**src/rtl/fetch_sequencer.sv**
```systemverilog
// Instruction fetch sequencer: owns the fetch PC, drives a req/ack
// instruction memory and presents one instruction at a time to decode.
module fetch_sequencer #(
    parameter logic [31:0] RESET_PC = 32'h0000_3000,
    parameter int          ADDR_W   = 10
) (
    input  logic              clk,
    input  logic              reset,
    input  logic              stall,
    input  logic              redirect_valid,
    input  logic [31:0]       redirect_pc,
    output logic              im_req,
    output logic [ADDR_W-1:0] im_addr,
    input  logic              im_ack,
    input  logic [31:0]       im_rdata,
    output logic              if_valid,
    output logic [31:0]       if_pc,
    output logic [31:0]       if_instr,
    output logic [31:0]       fetch_pc,
    output logic              addr_err
);

    typedef enum logic [1:0] {
        BOOT,
        FETCH,
        VALID,
        HALT
    } state_t;

    state_t            state;
    logic              squash;
    logic              do_issue;
    logic              legal;
    logic [31:0]       next_pc;
    logic [31:0]       off;
    logic [ADDR_W-1:0] next_idx;

    // Address used by an issue this cycle: a redirect always wins.
    always_comb begin
        next_pc  = redirect_valid ? redirect_pc : fetch_pc;
        off      = next_pc - RESET_PC;
        legal    = (next_pc[1:0] == 2'b00)
                && (next_pc >= RESET_PC)
                && ((off[31:2] >> ADDR_W) == '0);
        next_idx = off[ADDR_W+1:2];
    end

    always_comb begin
        do_issue = 1'b0;
        unique case (state)
            BOOT:  do_issue = 1'b1;
            FETCH: do_issue = im_ack && (squash || redirect_valid);
            VALID: do_issue = redirect_valid || !stall;
            HALT:  do_issue = 1'b0;
        endcase
    end

    always_ff @(posedge clk or posedge reset) begin
        if (reset) begin
            state    <= BOOT;
            fetch_pc <= RESET_PC;
            if_pc    <= RESET_PC;
            if_instr <= '0;
            if_valid <= 1'b0;
            im_req   <= 1'b0;
            im_addr  <= '0;
            addr_err <= 1'b0;
            squash   <= 1'b0;
        end else begin
            unique case (state)
                BOOT: ;
                FETCH: begin
                    if (im_ack) begin
                        squash <= 1'b0;
                        if (!squash && !redirect_valid) begin
                            if_instr <= im_rdata;
                            if_pc    <= fetch_pc;
                            fetch_pc <= fetch_pc + 32'd4;
                            if_valid <= 1'b1;
                            im_req   <= 1'b0;
                            state    <= VALID;
                        end
                    end else if (redirect_valid) begin
                        // Request stays in flight; its data will be dropped.
                        fetch_pc <= redirect_pc;
                        squash   <= 1'b1;
                    end
                end
                VALID: begin
                    if (do_issue) begin
                        if_valid <= 1'b0;
                    end
                end
                HALT: ;
            endcase

            if (do_issue) begin
                fetch_pc <= next_pc;
                if (legal) begin
                    state   <= FETCH;
                    im_req  <= 1'b1;
                    im_addr <= next_idx;
                end else begin
                    state    <= HALT;
                    im_req   <= 1'b0;
                    addr_err <= 1'b1;
                end
            end
        end
    end

endmodule

```
**config.mk**
```make
export PLATFORM = sky130hd
export DESIGN_NAME = fetch_sequencer
export DESIGN_NICKNAME = d
export VERILOG_FILES = /design/src/rtl/fetch_sequencer.sv
export SDC_FILE = /design/constraint.sdc
export NUM_CORES = 1
export LEC_CHECK = 0
export ABC_AREA = 1
export CAP_MARGIN = 20
export CORE_ASPECT_RATIO = 1.5
export CORE_MARGIN = 2
export CORE_UTILIZATION = 54
export CTS_BUF_LIST = sky130_fd_sc_hd__clkbuf_2 sky130_fd_sc_hd__clkbuf_4 sky130_fd_sc_hd__clkbuf_8
export CTS_CLUSTER_DIAMETER = 30
export CTS_CLUSTER_SIZE = 40
export DETAILED_ROUTE_END_ITERATION = 8
export GPL_TIMING_DRIVEN = 0
export PLACE_DENSITY = 0.94
export SLEW_MARGIN = 25
export SYNTH_ARGS = -nofsm -noshare
export SYNTH_HDL_FRONTEND = slang
export SYNTH_SLANG_ARGS = --single-unit
```
**constraint.sdc**
```tcl
create_clock -name clk -period 11.4 [get_ports clk]
set_clock_uncertainty 0.1 [all_clocks]
set_input_delay 3.42 -clock clk [delete_from_list [all_inputs] [get_ports clk]]
set_output_delay 3.42 -clock clk [all_outputs]
set_load 0.02 [all_outputs]
```
# [Yosys cells after proc, flatten, opt, wreduce, memory -nomap -nowiden]
# Cells that the tools add are included.
[word_totals] ff_bits=112 output_inout_bits=109 elab_cells=66
[classes] addsub=2 order_cmp=1 eq_ne=7 n_mux=22 bitwise_logic=1 n_reduce_logical=24
[ops] cell="32-bit 2-to-1 mux" n=5
[ops] cell="32-bit by 3-bit adder with 32-bit output, second input constant" n=1
[ops] cell="32-bit by 14-bit greater-or-equal comparator with 1-bit output, second input constant" n=1
[ops] cell="32-bit by 14-bit subtractor with 32-bit output, second input constant" n=1
[ops] cell="30-bit zero test" n=1
[ops] cell="1-bit 2-to-1 mux" n=10
[ops] cell="2-bit 2-to-1 mux" n=5
[ops] cell="2-bit nonzero test" n=5
[ops] cell="2-bit AND reduction" n=4
[ops] cell="2-bit inequality test, second input constant" n=3
[ops] cell="3-bit AND reduction" n=2
[ops] cell="2-bit == test, second input constant" n=2
[ops] cell="1-bit logical AND" n=4
[ops] cell="2-bit zero test" n=2
[ops] cell="1-bit case mux with 4 select lines" n=1
[ops] cell="4-bit AND reduction" n=1
[ops] cell="1-bit zero test" n=3
[ops] cell="3-bit by 1-bit inequality test with 1-bit output, second input constant" n=1
[ops] cell="2-bit by 1-bit == test with 1-bit output, second input constant" n=1
[ops] cell="1-bit logical OR" n=2
[ops] cell="1-bit case mux with 2 select lines" n=1
[ops] cell="1-bit inverter" n=1

# [Depth between registers and ports, before layout]
[depth] ltp_word=6 depth_mapped=16

# [Worst setup path before layout]
# No wires, ideal clock.
[synth_timing] kind="input to register" from="in redirect_valid" to="reg im_addr[4]" setup_time_ns=0.118 arrival_time_ns=4.718 slack_ns=6.464 cell_stages=13 path_buffers=3 cell_sequence="buf_6 > buf_6 > nand2_2 > nand2_1 > nor2_4 > nand2_2 > o21ai_0 > nand2_1 > nor2_2 > nand4_4 > buf_6 > nand2_1 > nand2_1"
[synth_between] elab_chain_cells=5 word_cells_on_any_way=12 cone_classes="1 x add/sub; 1 x order compare; 2 x mux; 8 x reduce/logical"
[synth_rtl] item="from (decl)" line="10" source="input logic redirect_valid,"
[synth_rtl] item="32-bit 2-to-1 mux"
[synth_rtl] item="32-bit by 14-bit subtractor with 32-bit output, or another cell as far along" line="41" source="off = next_pc - RESET_PC;"
[synth_rtl] item="30-bit zero test or 1-bit logical AND (tied branches)" line="44, 43"
[synth_rtl] item="1-bit logical AND" line="44" source="&& ((off[31:2] >> ADDR_W) == '0);"
[synth_rtl] item="2-bit AND reduction (no line)"
[synth_rtl] item="to (signal assigned)" line="102" source="im_addr <= next_idx;"
[synth_rtl] item="to (decl)" line="13" source="output logic [ADDR_W-1:0] im_addr,"
# Several ways; a longest one is shown, not always the timed one.
# A chain may end at the register's enable or synchronous reset.

# [Final worst setup path]
[layout_timing] from="in redirect_valid" to="reg im_addr[7]"
# Same word-level chain as after synthesis.

==> summary.txt <==
Power and ir drop
  • Reg power frac: 37.3%
  • Power Internal: 848 µW
  • Reported leakage power: 4.00 nW
  • Fraction of power consumed by the clock network: 16.4%
  • Largest voltage drop on the vdd net: 0.136 mV
  • Combinational fraction of design power: 46.4%
  • Psw: 718 µW
  • Share of total power consumed by net switching: 45.8%
  • Total power divided by cell area: 186 nW/µm²
  • Total power consumption of the routed design: 1.57 mW

STA
  • Unrepaired setup endpoints after global routing: no
  • Timing-limited maximum frequency: 180 MHz
  • Final TNS setup: 0 ns
  • Setup-violating endpoint count in the final report: 0
  • Worst-case headroom to the max-slew limit: 48.9%
  • Final critical-path setup slack: 5.86 ns
  • Period Utilization, post-route: 48.6%
  • Final Hold Fails: 0
  • Final worst path period need: 5.54 ns
  • Worst-margin pin slew: 0.759 ns
  • Max-slew violation count: 0

Synthesis
  • Unique masters post-synth: 39
  • Syn Inst Count: 861
  • Net Count, Synth: 931
  • Number of flip-flops and latches in the synthesized netlist: 112
  • Share of the yosys chip area belonging to registers: 45.2%
  • Synth top area cells: sky130_fd_sc_hd__dfrtp_1 43%, sky130_fd_sc_hd__nand2_1 19%, sky130_fd_sc_hd__o21ai_0 6.9%, sky130_fd_sc_hd__inv_1 4.7%, sky130_fd_sc_hd__nor2_1 3.4%
  • Most numerous cell types in the synthesized netlist: 322 x sky130_fd_sc_hd__nand2_1, 108 x sky130_fd_sc_hd__dfrtp_1, 86 x sky130_fd_sc_hd__o21ai_0
  • Fraction of registers with async set/reset: 100%
  • Most frequently used cell type in the post-synthesis netlist: sky130_fd_sc_hd__nand2_1
  • Synthesis warning total: 0
  • Proportion of netlist area held by the largest area contributor: 43.5%
  • Cell taking the most area after synthesis: sky130_fd_sc_hd__dfrtp_1
  • Mean instance size in the synthesized netlist: 7.22 µm²
  • Netlist Area Pre-Place: 6220 µm²
  • Post-synth top flop: sky130_fd_sc_hd__dfrtp_1
  • EDFF count, synth: 0

Floorplanning
  • Total die area: 12400 µm²
  • Top-Level Pins: 178
  • Rows: 48
  • Starting utilization of the core area: 54.8%
  • Vertical die dimension: 135 µm
  • Core box area: 11400 µm²
  • Horizontal die dimension: 91.6 µm

GRT
  • Gr usage total: 34.3%
  • Number of global-route vias before repair: 6512
  • Remaining global-route overflow: 0
  • Initial antenna violation count: 0
  • First-pass GRT wire length: 32700 µm
  • Maximum number of pins on one net before global-route repair: 63

Setup path
  • Endpoint kind of the worst setup timing path: register
  • Worst R2R Path Depth: 7
  • Worst stage delay on the critical path: 0.62 ns
  • Reg-to-reg startpoint: fetch_pc[13]
  • Most prevalent standard cell on the critical path: sky130_fd_sc_hd__nand2_1
  • Reg2Reg Setup Slack: 8.93 ns
  • Cells along the critical path: clkdlybuf4s50_1 > buf_6 > o21ai_0 > nor2_1 > nand2_1 > nor2_1 > nand2_1 > nand2_1 > nand2_1 > buf_2 > nand4_1 > nand2_1
  • Crit Reg-Reg Endpoint: fetch_pc[31]
  • Critical path startpoint category: primary input
  • Crit-path max FO: 10
  • Worst Path Arrival: 5.78 ns
  • Slowest cell on crit path: sky130_fd_sc_hd__o21ai_0
  • Crit Path Category: in -> reg
  • Worst EP required: 11.64 ns

Hold path
  • Worst hold path startpoint: addr_err
  • Hold Path Depth: 1
  • Endpoint, Worst Hold: addr_err
  • Hold WC Path Type: reg -> reg

Clock network
  • Clock latency on the worst-skew pair: 0.40 ns
  • CTS HTree Levels: 3
  • TritonCTS Buffers: 9
  • Number of post-CTS setup repair buffers: 0
  • Number of buffers added to fix hold violations after cts: 0
  • Number of sinks driven by the clock tree: 112
  • Reg clk slew, reported paths: 0.10 ns
  • Resized Gates After CTS: 0
  • Clock root buffer master: sky130_fd_sc_hd__clkbuf_8
  • Bufs on Longest Clock Path: 2
  • TritonCTS clock tree: built

Finish
  • Final nets: 1120
  • Ant diodes: 0
  • Final core utilization: 74.2%
  • Synthesis-to-layout area growth: 35.4%
  • Ratio of cells with drive above 1 in the final layout: 7.68%
  • Final standard cell area without fillers: 8420 µm²
  • Final-layout fill cell count: 899

Place
  • Detailed placer's ending HPWL: 16300 µm
  • Weighted congestion reported at the end of routability-driven placement: 1.02
  • DP Area: 8210 µm²
  • Port Buf Inserts: 177
  • Pre-CTS setup slack: 5.48 ns

Route
  • Routed via count divided by cell count: 5.62
  • TritonRoute pass-1 iters: 7
  • Post-DR wirelength/cell: 17.5 µm
  • Drt initial violations: 473
  • Number of remaining DRC errors: 0
  • Detail Route Antenna Nets: 0
  • Vias after detailed routing: 6775
  • Detailed Route WL: 21100 µm

Run
  • Reported max-cap violation count: 0

Status
  • Status: completed
==> cell usage in the layout (no fill, tap or decap), types with 4 or more instances in the layout <==
| cell | Yosys | final |
|---|---|---|
| sky130_fd_sc_hd__nand2_1 | 322 | 322 |
| sky130_fd_sc_hd__clkdlybuf4s50_1 | 0 | 177 |
| sky130_fd_sc_hd__dfrtp_1 | 108 | 108 |
| sky130_fd_sc_hd__o21ai_0 | 86 | 86 |
| sky130_fd_sc_hd__inv_1 | 78 | 77 |
| sky130_fd_sc_hd__nor2_1 | 56 | 56 |
| sky130_fd_sc_hd__nand3_1 | 38 | 38 |
| sky130_fd_sc_hd__a21oi_1 | 27 | 27 |
| sky130_fd_sc_hd__nand4_1 | 20 | 20 |
| sky130_fd_sc_hd__clkbuf_1 | 16 | 16 |
| sky130_fd_sc_hd__nand2_2 | 14 | 14 |
| sky130_fd_sc_hd__buf_2 | 10 | 10 |
| sky130_fd_sc_hd__clkbuf_8 | 0 | 10 |
| sky130_fd_sc_hd__nor3_1 | 9 | 9 |
| sky130_fd_sc_hd__or2_2 | 7 | 7 |
| sky130_fd_sc_hd__buf_6 | 6 | 6 |
| sky130_fd_sc_hd__o22ai_1 | 5 | 5 |
| sky130_fd_sc_hd__nor2_4 | 5 | 5 |
| sky130_fd_sc_hd__inv_2 | 4 | 4 |
| sky130_fd_sc_hd__nor2_2 | 4 | 4 |
| sky130_fd_sc_hd__o21ai_1 | 4 | 4 |
| sky130_fd_sc_hd__a31oi_1 | 4 | 4 |
| sky130_fd_sc_hd__xor2_1 | 4 | 4 |
| sky130_fd_sc_hd__o21ai_2 | 4 | 4 |
| sky130_fd_sc_hd__dfstp_2 | 4 | 4 |
==> kinds of logic (layout without fill, tap and decap cells) <==
kind of cell               count (synthesis)  after routing  share of synthesized area (%)
and+or+nand+nor                          484            484                           33.3
AOI/OAI and AO/OA                        141            141                           12.4
buffers and inverters                    119            313                           8.41
DFF                                      112            112                           45.2
xor gates and xnor gates                   4              4                          0.563
adders and majority gates                  1              1                          0.201
==> area by class of cell <==
cell class              count  area [µm²]  area share [%]
well taps                 150         188            2.23
inverters                  82         313            3.72
multi-input cells         630        2890            34.3
clock buffers              11         145            1.72
repair buffers            178        1800            21.4
flip-flops and latches    112        2810            33.4
clock inverters             5        63.8           0.758
plain buffers              37         215            2.56
==> critical path: cells and delay by family <==
family	cells	cell delay, ns
buf+inv	3	0.91
compound gates	1	0.62
simple gates	8	0.81
==> worst max-delay path by stage <==
stage,startpoint,to,depth (start not counted)
floorplan,reset,addr_err,1
global placement,reset,addr_err,2
detailed placement,redirect_valid,im_addr[4],13
CTS,redirect_valid,im_addr[7],12
global route,redirect_valid,if_pc[30],8
finish,redirect_valid,im_addr[7],12
==> state kept, by name, summed over array words and instances (netlist names) <==
register	count
if_valid	1
state	2
squash	1
addr_err	1
if_pc	32
fetch_pc	32
im_addr	10
im_req	1
if_instr	32
==> power groups by stage <==
stage | registers (mW) | clock network (mW) | logic, mW
floorplan | 0.637 | 0 | 0.327
global placement | 0.586 | 0 | 0.697
detailed placement | 0.585 | 0 | 0.710
CTS | 0.578 | 0.257 | 0.715
global route | 0.589 | 0.278 | 0.779
finish | 0.584 | 0.256 | 0.726
==> metal layers <==
metal / GRT usage [%] / wire length (µm) / vias to the layer above
met5: 0 / 0 / -
met3: 6.57 / 1490 / 107
li1: - / - / 3145
met1: 38.6 / 7620 / 3126
met4: 25.3 / 1620 / 0
met2: 57.5 / 10300 / 397
==> per-stage QoR <==
step,instances,hold WS (ns)
final,1205,0.364
after global routing,1205,0.399
after CTS,1205,0.366
after detailed placement,1189,0.343
after global placement,1188,0.342
after floorplan,861,0.358
(Power assumes the default switching activity.)
